$ cat src/rtl/freq_bcd_display.sv
// Snapshots binary frequency/duty on each refresh tick and converts them to packed BCD with a
// bit-serial double-dabble engine. Also produces leading-zero blanking masks for the display.
module freq_bcd_display #(
  parameter int unsigned REFRESH_CYCLES = 10_000_000
) (
  input  logic        clk_100M,
  input  logic        rst,
  input  logic [27:0] freq,
  input  logic [6:0]  duty,
  input  logic        hold,
  output logic [35:0] freq_bcd,
  output logic [11:0] duty_bcd,
  output logic [8:0]  freq_blank,
  output logic [2:0]  duty_blank,
  output logic        duty_ovf,
  output logic        busy,
  output logic        valid
);

  localparam int unsigned CntW = $clog2(REFRESH_CYCLES);
  localparam logic [CntW-1:0] CntMax = CntW'(REFRESH_CYCLES - 1);

  typedef enum logic [1:0] {StIdle, StShift, StDone} state_e;

  // Add 3 to every BCD digit >= 5 ahead of the shift.
  function automatic logic [35:0] adj9(input logic [35:0] a);
    logic [35:0] r;
    r = a;
    for (int i = 0; i < 9; i++) begin
      if (a[4*i +: 4] >= 4'd5) r[4*i +: 4] = a[4*i +: 4] + 4'd3;
    end
    return r;
  endfunction

  function automatic logic [11:0] adj3(input logic [11:0] a);
    logic [11:0] r;
    r = a;
    for (int i = 0; i < 3; i++) begin
      if (a[4*i +: 4] >= 4'd5) r[4*i +: 4] = a[4*i +: 4] + 4'd3;
    end
    return r;
  endfunction

  // Digit i blanks while it and every higher digit are zero; digit 0 always shows.
  function automatic logic [8:0] blank9(input logic [35:0] b);
    logic [8:0] r;
    logic       nz;
    r  = '0;
    nz = 1'b0;
    for (int i = 8; i >= 1; i--) begin
      nz   = nz | (b[4*i +: 4] != 4'd0);
      r[i] = ~nz;
    end
    return r;
  endfunction

  function automatic logic [2:0] blank3(input logic [11:0] b);
    logic [2:0] r;
    logic       nz;
    r  = '0;
    nz = 1'b0;
    for (int i = 2; i >= 1; i--) begin
      nz   = nz | (b[4*i +: 4] != 4'd0);
      r[i] = ~nz;
    end
    return r;
  endfunction

  logic [CntW-1:0] cnt_q;
  logic            tick;

  state_e      state_q, state_d;
  logic [27:0] freq_sr_q, freq_sr_d;
  logic [35:0] freq_acc_q, freq_acc_d;
  logic [6:0]  duty_sr_q, duty_sr_d;
  logic [11:0] duty_acc_q, duty_acc_d;
  logic [4:0]  bit_q, bit_d;
  logic        ovf_pend_q, ovf_pend_d;

  logic [35:0] freq_bcd_q, freq_bcd_d;
  logic [11:0] duty_bcd_q, duty_bcd_d;
  logic [8:0]  freq_blank_q, freq_blank_d;
  logic [2:0]  duty_blank_q, duty_blank_d;
  logic        duty_ovf_q, duty_ovf_d;
  logic        busy_q, busy_d;
  logic        valid_q, valid_d;

  logic [35:0] freq_adj;
  logic [11:0] duty_adj;

  assign tick     = (cnt_q == CntMax);
  assign freq_adj = adj9(freq_acc_q);
  assign duty_adj = adj3(duty_acc_q);

  // Free-running refresh counter; hold has no effect on it.
  always_ff @(posedge clk_100M) begin
    if (!rst) begin
      cnt_q <= '0;
    end else begin
      cnt_q <= tick ? '0 : cnt_q + CntW'(1);
    end
  end

  // Snapshot, shift-and-add-3 steps, and output update.
  always_comb begin
    state_d      = state_q;
    freq_sr_d    = freq_sr_q;
    freq_acc_d   = freq_acc_q;
    duty_sr_d    = duty_sr_q;
    duty_acc_d   = duty_acc_q;
    bit_d        = bit_q;
    ovf_pend_d   = ovf_pend_q;
    freq_bcd_d   = freq_bcd_q;
    duty_bcd_d   = duty_bcd_q;
    freq_blank_d = freq_blank_q;
    duty_blank_d = duty_blank_q;
    duty_ovf_d   = duty_ovf_q;
    valid_d      = 1'b0;
    unique case (state_q)
      StIdle: begin
        if (tick && !hold) begin
          freq_sr_d  = freq;
          duty_sr_d  = (duty > 7'd100) ? 7'd100 : duty;
          ovf_pend_d = (duty > 7'd100);
          freq_acc_d = '0;
          duty_acc_d = '0;
          bit_d      = '0;
          state_d    = StShift;
        end
      end
      StShift: begin
        {freq_acc_d, freq_sr_d} = {freq_adj[34:0], freq_sr_q, 1'b0};
        // Duty has only 7 significant bits; park it once they are consumed.
        if (bit_q < 5'd7) begin
          {duty_acc_d, duty_sr_d} = {duty_adj[10:0], duty_sr_q, 1'b0};
        end
        bit_d = bit_q + 5'd1;
        if (bit_q == 5'd27) state_d = StDone;
      end
      StDone: begin
        freq_bcd_d   = freq_acc_q;
        duty_bcd_d   = duty_acc_q;
        freq_blank_d = blank9(freq_acc_q);
        duty_blank_d = blank3(duty_acc_q);
        duty_ovf_d   = ovf_pend_q;
        valid_d      = 1'b1;
        state_d      = StIdle;
      end
      default: state_d = StIdle;
    endcase
    busy_d = (state_d != StIdle);
  end

  // State and output registers; reset aborts any conversion in flight.
  always_ff @(posedge clk_100M) begin
    if (!rst) begin
      state_q      <= StIdle;
      freq_sr_q    <= '0;
      freq_acc_q   <= '0;
      duty_sr_q    <= '0;
      duty_acc_q   <= '0;
      bit_q        <= '0;
      ovf_pend_q   <= 1'b0;
      freq_bcd_q   <= '0;
      duty_bcd_q   <= '0;
      freq_blank_q <= 9'h1FE;
      duty_blank_q <= 3'b110;
      duty_ovf_q   <= 1'b0;
      busy_q       <= 1'b0;
      valid_q      <= 1'b0;
    end else begin
      state_q      <= state_d;
      freq_sr_q    <= freq_sr_d;
      freq_acc_q   <= freq_acc_d;
      duty_sr_q    <= duty_sr_d;
      duty_acc_q   <= duty_acc_d;
      bit_q        <= bit_d;
      ovf_pend_q   <= ovf_pend_d;
      freq_bcd_q   <= freq_bcd_d;
      duty_bcd_q   <= duty_bcd_d;
      freq_blank_q <= freq_blank_d;
      duty_blank_q <= duty_blank_d;
      duty_ovf_q   <= duty_ovf_d;
      busy_q       <= busy_d;
      valid_q      <= valid_d;
    end
  end

  assign freq_bcd   = freq_bcd_q;
  assign duty_bcd   = duty_bcd_q;
  assign freq_blank = freq_blank_q;
  assign duty_blank = duty_blank_q;
  assign duty_ovf   = duty_ovf_q;
  assign busy       = busy_q;
  assign valid      = valid_q;

endmodule

$ cat config.mk
export PLATFORM = sky130hd
export DESIGN_NAME = freq_bcd_display
export DESIGN_NICKNAME = d
export VERILOG_FILES = /design/src/rtl/freq_bcd_display.sv
export SDC_FILE = /design/constraint.sdc
export NUM_CORES = 1
export LEC_CHECK = 0
export BUFFER_PORTS_ARGS = -buffer_cell sky130_fd_sc_hd__buf_2
export CAP_MARGIN = 0
export CORE_MARGIN = 2
export CORE_UTILIZATION = 58
export DETAILED_ROUTE_END_ITERATION = 6
export PLACE_DENSITY = 0.84
export SKIP_CTS_REPAIR_TIMING = 1
export SLEW_MARGIN = 20
export SYNTH_ARGS = -nofsm -noshare
export SYNTH_HDL_FRONTEND = slang
export SYNTH_SLANG_ARGS = --single-unit
$ cat constraint.sdc
create_clock -name clk_100M -period 2.6 [get_ports clk_100M]
set_input_delay 0.26 -clock clk_100M [delete_from_list [all_inputs] [get_ports clk_100M]]
set_output_delay 0.26 -clock clk_100M [all_outputs]
set_load 0.02 [all_outputs]
**Word-level counts from Yosys, hierarchy flattened**

Index checks and enable logic that the tools add are counted.

- Register bits after elaboration: 176
- Input bits: 38
- Output and inout port bits: 63
- Logic and storage cells: 116

- $add $sub $neg: 14
- Magnitude comparators: 14
- Eq/ne operators: 6
- Muxes and demuxes: 29
- Bitwise gates (word level): 19
- Reduce and logical (&&, ||, !) cells: 19

Operators with widths:

| operator | number |
|---|---|
| $pmux W36 S2 | 1 |
| $pmux W28 S2 | 1 |
| $ge A4 B3 Y1 const B | 12 |
| $add A4 B2 Y4 const B | 10 |
| $mux W4 | 10 |
| $reduce_bool A4 Y1 | 10 |
| $mux W36 | 1 |
| $mux W28 | 1 |
| $add A24 B1 Y24 const B | 1 |
| $eq A24 B24 Y1 const B | 1 |
| $mux W12 | 2 |
| $pmux W12 S2 | 1 |
| $mux W7 | 3 |
| $pmux W7 S2 | 1 |
| $not A1 Y1 | 11 |
| $pmux W5 S2 | 1 |
| $or A1 B1 Y1 | 8 |
| $gt A7 B7 Y1 const B | 1 |
| $add A3 B2 Y3 const B | 2 |
| $mux W3 | 2 |
| $add A5 B1 Y5 const B | 1 |
| $eq A5 B5 Y1 const B | 1 |
| $lt A5 B3 Y1 const B | 1 |
| $mux W5 | 1 |
| 13 further kinds | 17 |

**Longest topological paths before layout**

Gate-level depths: netlist (run 1).

- Word-level depth: 9
- Gate-level depth with buffers: 8
- Depth with buffers taken out: 7

**Worst setup path after synthesis (run 1)**

No wires, ideal clock.

- Path type: reg-to-reg
- Start point: register cnt_q[7]
- End point: register duty_acc_q[8]
- Setup time: 70 ps
- Arrival: 1975 ps
- Data required time: 2530 ps
- Slack: 555 ps
- Cell stages (with the launch flop): 7
- Path buffers: 1
- Period minus slack after synthesis: 2045 ps
- Path through: dfxtp_1 > buf_6 > or4_1 > or4_4 > o21a_4 > or3_1 > a21boi_1

- Cells in the longest elaborated chain, start to end: 4

Ends and longest elaborated chain:

| item | line | RTL |
|---|---|---|
| start: declaration | 69 | `logic [CntW-1:0] cnt_q;` |
| start signal: assignment | 100 | `cnt_q <= tick ? '0 : cnt_q + CntW'(1);` |
| $eq A24 B24 Y1 | 91 | `assign tick = (cnt_q == CntMax);` |
| $logic_and A1 B1 Y1 | 121 | `if (tick && !hold) begin` |
| $ne A2 B2 Y1 (no line) | -- |  |
| $reduce_and A3 Y1 (no line) | -- |  |
| end signal: assignment | 176 | `duty_acc_q <= duty_acc_d;` |
| end: declaration | 76 | `logic [11:0] duty_acc_q, duty_acc_d;` |

Every way passes these cells.
A chain may end at the register's enable or synchronous reset.

**Final worst setup path (run 1)**

- Start point: register cnt_q[7]
- End point: register freq_sr_q[2]

- Cells in the longest elaborated chain, start to end: 4

Ends and longest elaborated chain:

| item | line | RTL |
|---|---|---|
| $eq A24 B24 Y1 | 91 |  |
| $logic_and A1 B1 Y1 | 121 |  |
| $ne A2 B2 Y1 (no line) | -- |  |
| $reduce_and A2 Y1 (no line) | -- |  |
| end signal: assignment | 173 | `freq_sr_q <= freq_sr_d;` |
| end: declaration | 73 | `logic [27:0] freq_sr_q, freq_sr_d;` |

Every way passes these cells.

==> impl_metrics.ini, run 1 <==
[outcome]
outcome = finished clean

[power]
leakagePower_nw = 3.54
vdd_ir_drop_max_uv = 467
power.density_nw_per_um2 = 563

[timing]
setup-tns-final_ns = 0
timing.fmax_ghz = 0.445
min_period_over_period_pct = 86.5
fin_crit_ns = 2.25
slew-limit-headroom_pct = 51.6
grt_setup_unrepaired = false
final-hold-violation-count = 0
setup_viol = 0
maxSlewViolCount = 0
tightest_slew_ns = 0.718
finClkSkew_ns = 0.00622

[critical_path]
path_class = reg -> reg
critPathBufInv = 1
cp_top_family = simple AND/OR/NAND/NOR gates
crit_path_start_kind = flip-flop
crit_arrival_ns = 2.60
cp-end-kind = flip-flop
crit_slowest_cell = or4_1
max_stage_delay_ns = 0.56
crit_required_ns = 2.95
cp_max_fo = 28
critical_path.cell_chain = or4_1 -> nor4_2 -> and2_1 -> buf_4 -> nand2_1 -> a31oi_1

[logic_synthesis]
synth-async-reset-ratio_pct = 0
synth-seq-cells = 176
synth_area_leaders = dfxtp_1 43%, nand2_1 9.6%, a21boi_0 5.9%
synthCells = 991
yosysTopAreaCellShare_pct = 42.9
syn-cell-area_um2 = 8210
ys_warn_count = 0
synth-main-ff-cell = dfxtp_1
ys_seq_area_share_pct = 42.9
synth-edff-count = 0
synth_area_per_cell_um2 = 8.29
synth_cell_types = 51
yosys.area.top_type = dfxtp_1

[drt]
vias = 6964
drt_wl_total_mm = 17.2
wl_per_cell_um = 13.8
drtPass1Iterations = 5
drc = 0
ant_nets = 0
drtIter0Drc = 494
via_per_inst = 5.58

[placed_design]
portBuffers = 98
placed_cells = 1219
hpwl_mm = 11.4
gp_congestion = 0.830

[cells_and_area]
drive_gt1_share_pct = 13.9
fin_cells = 1249
nets = 1130
layout_commonest_cell = nand2_1
area_growth_pct = 14.7
final_cell_mix = 208 x nand2_1, 176 x dfxtp_1, 97 x buf_2, 64 x a21boi_0, 54 x o21ai_0
diodes = 0

[min_path]
min_path_type = in -> reg

[die]
ios = 101
coreArea_um2 = 13900
die_h_um = 123
die_area_um2 = 15100
die_w_um = 123
rows = 43
start_util_pct = 59.2

[global_route]
grt_overflow = 0
grt_use_total_pct = 23.5
grt_max_degree = 83
grt_pass1_vias = 6408
antenna_found_initial = 1
grt_pass1_wl_mm = 28.7

[clocking]
root_buffer = clkbuf_16
htreeDepth = 4
cts-buffers-inserted = 17
cts_tree = yes
clk_pin_slew_worst_paths_ns = 0.06
max-clock-path-buffers = 2
clock_latency_ns = 0.42
clock-sinks = 176

[flow_run]
drv_cap = 0
-- path summary, 6_finish.rpt --
| check | from | end | slack [ns] | depth (start not counted) |
|---|---|---|---|---|
| setup / recovery | cnt_q[7]$_SDFF_PP0_ | freq_sr_q[2]$_SDFFE_PN0P_ | 0.35 | 6 |
| hold / removal | freq[16] | freq_sr_q[16]$_SDFFE_PN0P_ | 0.09 | 3 |
| setup reg to reg | cnt_q[7]$_SDFF_PP0_ | freq_sr_q[2]$_SDFFE_PN0P_ | 0.35 | 6 |
| hold reg to reg | duty_bcd[5]$_SDFFE_PN0P_ | duty_bcd[5]$_SDFFE_PN0P_ | 0.46 | 2 |
-- cells by family after synthesis --
kind of cell	Yosys count	synth area share [%]
simple gates	402	23.0
other cells	1	0.0457
flops	176	42.9
buf+inv	99	4.78
fa+ha+maj	34	5.18
compound gates	231	18.8
mux	14	1.71
xor+xnor	34	3.63
-- registers in the layout, summed over array words and instances, names as in the netlist, 2 cells and up --
register / cells
duty_acc_q: 12
duty_bcd: 12
duty_sr_q: 7
freq_acc_q: 36
duty_blank: 2
freq_blank: 8
freq_sr_q: 28
state_q: 2
bit_q: 5
freq_bcd: 36
cnt_q: 24
-- layout make-up --
type                            count  area (um^2)
Sequential cell                   176         3520
Clock inverter                      9          111
Inverter                           35          131
Fill cell                        1156         4460
Multi-Input combinational cell    717         4330
Timing Repair Buffer              111          641
Clock buffer                       21          460
Tap cell                          180          225
-- synth_stat cells (all sizes together), types with 4 or more instances --
cell type    n
a21boi      65
a21oi       21
a22oi       21
a31oi       31
and2        11
buf         13
clkbuf      51
dfxtp      176
ha          34
inv         35
mux2i       14
nand2      209
nand2b      13
nand3       29
nand4       14
nor2        45
nor2b       25
nor3        17
nor3b       13
nor4         6
o211ai      15
o21ai       54
o2bb2ai      8
or3          7
xnor2       30
xor2         4
-- worst register-to-register path: stages, from the launching register on --
cell	delay (ns)
dfxtp_1	0.38
or4_1	0.56
nor4_2	0.43
and2_1	0.23
buf_4	0.29
nand2_1	0.12
a31oi_1	0.17
-- layer usage --
metal  vias to the layer above  part of all wire (%)  global-route usage, %
li1                       3532                     -                      -
met1                      3257                    46                   29.8
met2                       145                    47                   38.6
met3                        28                   4.7                   5.21
met4                         2                   1.9                   9.73
met5                         -                 0.075                      0
-- power by group --
group          switching [mW]  internal, mW  leakage [nW]
clock network            1.02          1.46         0.275
logic                  0.0673        0.0563          1.85
registers             0.00392          2.70          1.42
-- through the flow --
stage / power, mW / hold WS, ns / util [%] / cell area, um^2 / setup WS (ns)
detailed placement: 2.89 / 0.454 / 63.7 / 8850 / 0.379
global placement: 2.89 / 0.443 / 63.7 / 8850 / 0.466
global route: 5.47 / 0.0905 / 67.8 / 9420 / 0.163
CTS: 5.35 / 0.0748 / 67.8 / 9420 / 0.372
floorplan: 2.84 / 0.415 / - / 8220 / 0.555
finish: 5.30 / 0.0935 / 67.8 / 9420 / 0.351
Note: power is estimated with default switching activity, not from simulation.
==> inputs of run 2 (changes only) <==
- CORE_MARGIN: 2 -> unset
- REMOVE_ABC_BUFFERS: unset -> 1
==> impl_metrics.ini, run 2 (synthesized netlist as in run 1, its figures left out) <==
[timing]
fin_crit_ns = 2.19
tightest_slew_ns = 0.759
min_period_over_period_pct = 84.0
timing.fmax_ghz = 0.458
finClkSkew_ns = 0.00850
setup_viol = 0
final-hold-violation-count = 0
slew-limit-headroom_pct = 48.8
grt_setup_unrepaired = false
maxSlewViolCount = 0

[clocking]
cts_tree = yes
root_buffer = clkbuf_16
cts-buffers-inserted = 17
htreeDepth = 4
clk_pin_slew_worst_paths_ns = 0.06
max-clock-path-buffers = 2
clock-sinks = 176
clock_latency_ns = 0.42

[global_route]
grt_overflow = 0
antenna_found_initial = 0
grt_use_total_pct = 25.0
grt_pass1_wl_mm = 29.5
grt_max_degree = 75
grt_pass1_vias = 6239

[die]
start_util_pct = 59.4
die_h_um = 121
die_area_um2 = 14600
rows = 43
die_w_um = 121
coreArea_um2 = 13800
ios = 101

[critical_path]
r2r-start = cnt_q[7]$_SDFF_PP0_
crit_arrival_ns = 2.53
cp-end-kind = flip-flop
crit_path_start_kind = flip-flop
cp-startpoint = cnt_q[7]$_SDFF_PP0_
ff2ff_path_depth = 5
crit_required_ns = 2.95
path_class = reg -> reg
cp_max_fo = 14

[cells_and_area]
nets = 1133
drive_gt1_share_pct = 14.2
layout_commonest_cell = nand2_1
final_cell_mix = 208 x nand2_1, 176 x dfxtp_1, 97 x buf_2, 64 x a21boi_0, 54 x o21ai_0
diodes = 0
fin_area_um2 = 9420
area_growth_pct = 14.7

[drt]
drc = 0
ant_nets = 0
wl_per_cell_um = 13.8
via_per_inst = 5.51
drt_wl_total_mm = 17.3
drtIter0Drc = 509
drtPass1Iterations = 6
vias = 6894

[placed_design]
gp_congestion = 0.850
portBuffers = 98
dpl_cell_area_um2 = 8860
hpwl_mm = 11.1

[power]
leakagePower_nw = 3.55
vdd_ir_drop_max_uv = 463
power.density_nw_per_um2 = 560
p_total_mw = 5.28

[flow_run]
drv_cap = 0

[min_path]
min_path_cells = 3
min_path_type = in -> reg
min_from = freq[13]

[outcome]
outcome = finished clean
-- run 2: changes by cell type in the layout (fill, tap and decap cells not counted), sizes merged --
cell and change:
clkinv -3, bufinv -1, buf +3, inv +2, clkbuf +2
-- run 2: per-stage QoR --
| stage | setup TNS (ns) | hold slack (ns) | setup slack, ns | cells | util, % |
|---|---|---|---|---|---|
| finish | 0 | 0.0878 | 0.415 | 1252 | 68.1 |
| global route | 0 | 0.0794 | 0.251 | 1252 | 68.1 |
| CTS | 0 | 0.0731 | 0.423 | 1252 | 68.1 |
| detailed placement | 0 | 0.448 | 0.416 | 1222 | 64.0 |
| global placement | 0 | 0.444 | 0.480 | 1222 | 64.0 |
| floorplan | -39.40 | 0.332 | -1.20 | 928 | - |
-- run 2: power by group --
part           leakage (nW)  internal (mW)  switching [mW]
registers              1.42           2.70         0.00436
logic                  1.86         0.0571          0.0714
clock network         0.272           1.42            1.03
total                  3.55           4.17            1.10
-- run 2: final cells by class --
cell class	instances	area [um^2]
sequential	176	3520
timing repair buffer	114	651
inverter	35	131
clock buffer	23	488
tap	180	225
clock inverter	7	76.3
multi-input combinational	717	4330
fill	1134	4410
-- run 2: per-layer routing --
layer / wire length, um / vias up / track usage (%)
li1: - / 3526 / -
met1: 8320 / 3208 / 32.5
met2: 8070 / 141 / 40.6
met3: 723 / 19 / 5.87
met4: 231 / 0 / 8.33
met5: 0 / - / 0
-- run 2: worst max-delay path: stages, from the launching register on --
cell     delay [ns]
dfxtp_1        0.38
or4_1          0.54
or4_4          0.44
o21a_4         0.27
nor2_4         0.25
mux2i_1        0.23
-- run 2: final timing paths --
kind / slack [ns] / to
min: 0.09 / freq_sr_q[13]$_SDFFE_PN0P_
max: 0.41 / duty_acc_q[0]$_SDFFE_PN0P_
max reg2reg: 0.41 / duty_acc_q[0]$_SDFFE_PN0P_
min reg2reg: 0.46 / freq_bcd[7]$_SDFFE_PN0P_
==> inputs of run 3 (changes only) <==
- CORE_UTILIZATION: 58 -> 53
- PLACE_DENSITY: 0.84 -> 0.81
- clock period: 2.6 -> 1.95 ns (I/O delays scaled with it)
==> impl_metrics.ini, run 3 (synthesized netlist as in run 1, its figures left out) <==
[timing]
slew-limit-headroom_pct = 51.0
finClkSkew_ns = 0.00641
worst_slack_ns = -0.131
fin_crit_ns = 2.08
final-hold-violation-count = 0
timing.fmax_ghz = 0.481
setup_viol = 49
tightest_slew_ns = 0.725
min_period_over_period_pct = 107
maxSlewViolCount = 0
grt_setup_unrepaired = true

[die]
start_util_pct = 54.2
coreArea_um2 = 15100
die_w_um = 126
rows = 45
die_area_um2 = 16000
ios = 101
die_h_um = 126

[drt]
ant_nets = 0
wl_per_cell_um = 14.6
vias = 7310
via_per_inst = 5.55
drtIter0Drc = 464
drt_wl_total_mm = 19.2
drc = 0
drtPass1Iterations = 5

[min_path]
min_path_cells = 3
min_path_type = in -> reg

[critical_path]
crit_required_ns = 2.31
crit_path_start_kind = flip-flop
cp-end-kind = flip-flop
ff2ff_path_depth = 5
path_class = reg -> reg
cp_max_fo = 7
crit_arrival_ns = 2.44
critPathBufInv = 0
crit_slowest_cell = or4_1
path_depth = 5
critical_path.cell_chain = or4_1 -> or4_4 -> o21a_4 -> or3_1 -> a21boi_1
cp_top_family = simple AND/OR/NAND/NOR gates
max_stage_delay_ns = 0.52

[placed_design]
portBuffers = 98
hpwl_mm = 12.2
gp_congestion = 0.767

[global_route]
grt_use_total_pct = 23.7
grt_pass1_wl_mm = 31.1
grt_overflow = 0
antenna_found_initial = 0
grt_pass1_vias = 6712
grt_max_degree = 61

[clocking]
cts_tree = yes
clk_pin_slew_worst_paths_ns = 0.06
clock-sinks = 176
htreeDepth = 4
root_buffer = clkbuf_16
cts-buffers-inserted = 17
clock_latency_ns = 0.43
max-clock-path-buffers = 2

[cells_and_area]
fillers = 1228
drive_gt1_share_pct = 20.5
nets = 1189
utilization_pct = 66.6
multi_input_area_um2 = 4440
seq_area_um2 = 3520
layout_commonest_cell = nand2_1
diodes = 0
area_growth_pct = 22.9
final_cell_mix = 207 x nand2_1, 175 x dfxtp_1, 97 x buf_2, 58 x buf_4, 56 x a21boi_0

[outcome]
violations = negative setup slack
outcome = finished with violations

[power]
power.density_nw_per_um2 = 694
p_total_mw = 7.00
vdd_ir_drop_max_uv = 636
leakagePower_nw = 3.93

[flow_run]
drv_cap = 0
-- run 3: cell count changes in the layout (fill, tap and decap cells not counted), sizes merged --
cell,change
clkinvlp,-1
clkinv,+2
inv,-2
clkbuf,+6
buf,+51
-- run 3: final cells by class --
type	instances	share of cell area, %
clock inverters	6	0.570
inverters	35	1.30
flip-flops and latches	176	34.9
well taps	188	2.33
multi-input cells	717	44.0
clock buffers	24	4.87
repair buffers	170	12.0
-- run 3: worst paths after layout --
path | start | end | slack [ns]
hold reg to reg | freq_bcd[17]$_SDFFE_PN0P_ | freq_bcd[17]$_SDFFE_PN0P_ | 0.46
setup reg to reg | state_q[0]$_SDFF_PN0_ | duty_acc_q[8]$_SDFFE_PN0P_ | -0.13
setup / recovery | state_q[0]$_SDFF_PN0_ | duty_acc_q[8]$_SDFFE_PN0P_ | -0.13
hold / removal | freq[13] | freq_sr_q[13]$_SDFFE_PN0P_ | 0.02
-- run 3: stage by stage --
step | hold WS, ns | instance area (um^2) | setup slack, ns | setup TNS [ns] | cells
5_1_grt | 0.0175 | 10100 | -0.193 | -6.18 | 1316
2_1_floorplan | 0.267 | 7950 | -1.85 | -138.89 | 928
6_report | 0.0204 | 10100 | -0.131 | -3.42 | 1316
3_5_place_dp | 0.447 | 9230 | -0.365 | -9.62 | 1274
4_1_cts | 0.00783 | 9780 | -0.368 | -10.74 | 1304
3_3_place_gp | 0.444 | 9230 | -0.269 | -7.85 | 1274
-- run 3: tightest hold or removal path, stage by stage --
cell and delay (ns):
buf_2 0.09, nand2_1 0.04, a31oi_1 0.07
-- run 3: per-layer routing --
metal | part of all wire, % | GRT usage, %
met4 | 1.3 | 7.73
met2 | 48 | 39.9
met1 | 46 | 30.8
met5 | 0 | 0
met3 | 4.7 | 4.39
-- run 3: power by group --
group	leakage, nW	internal, mW	switching (mW)
sequential	1.42	3.60	0.00269
clock	0.272	1.87	1.34
combinational	2.24	0.0883	0.0987
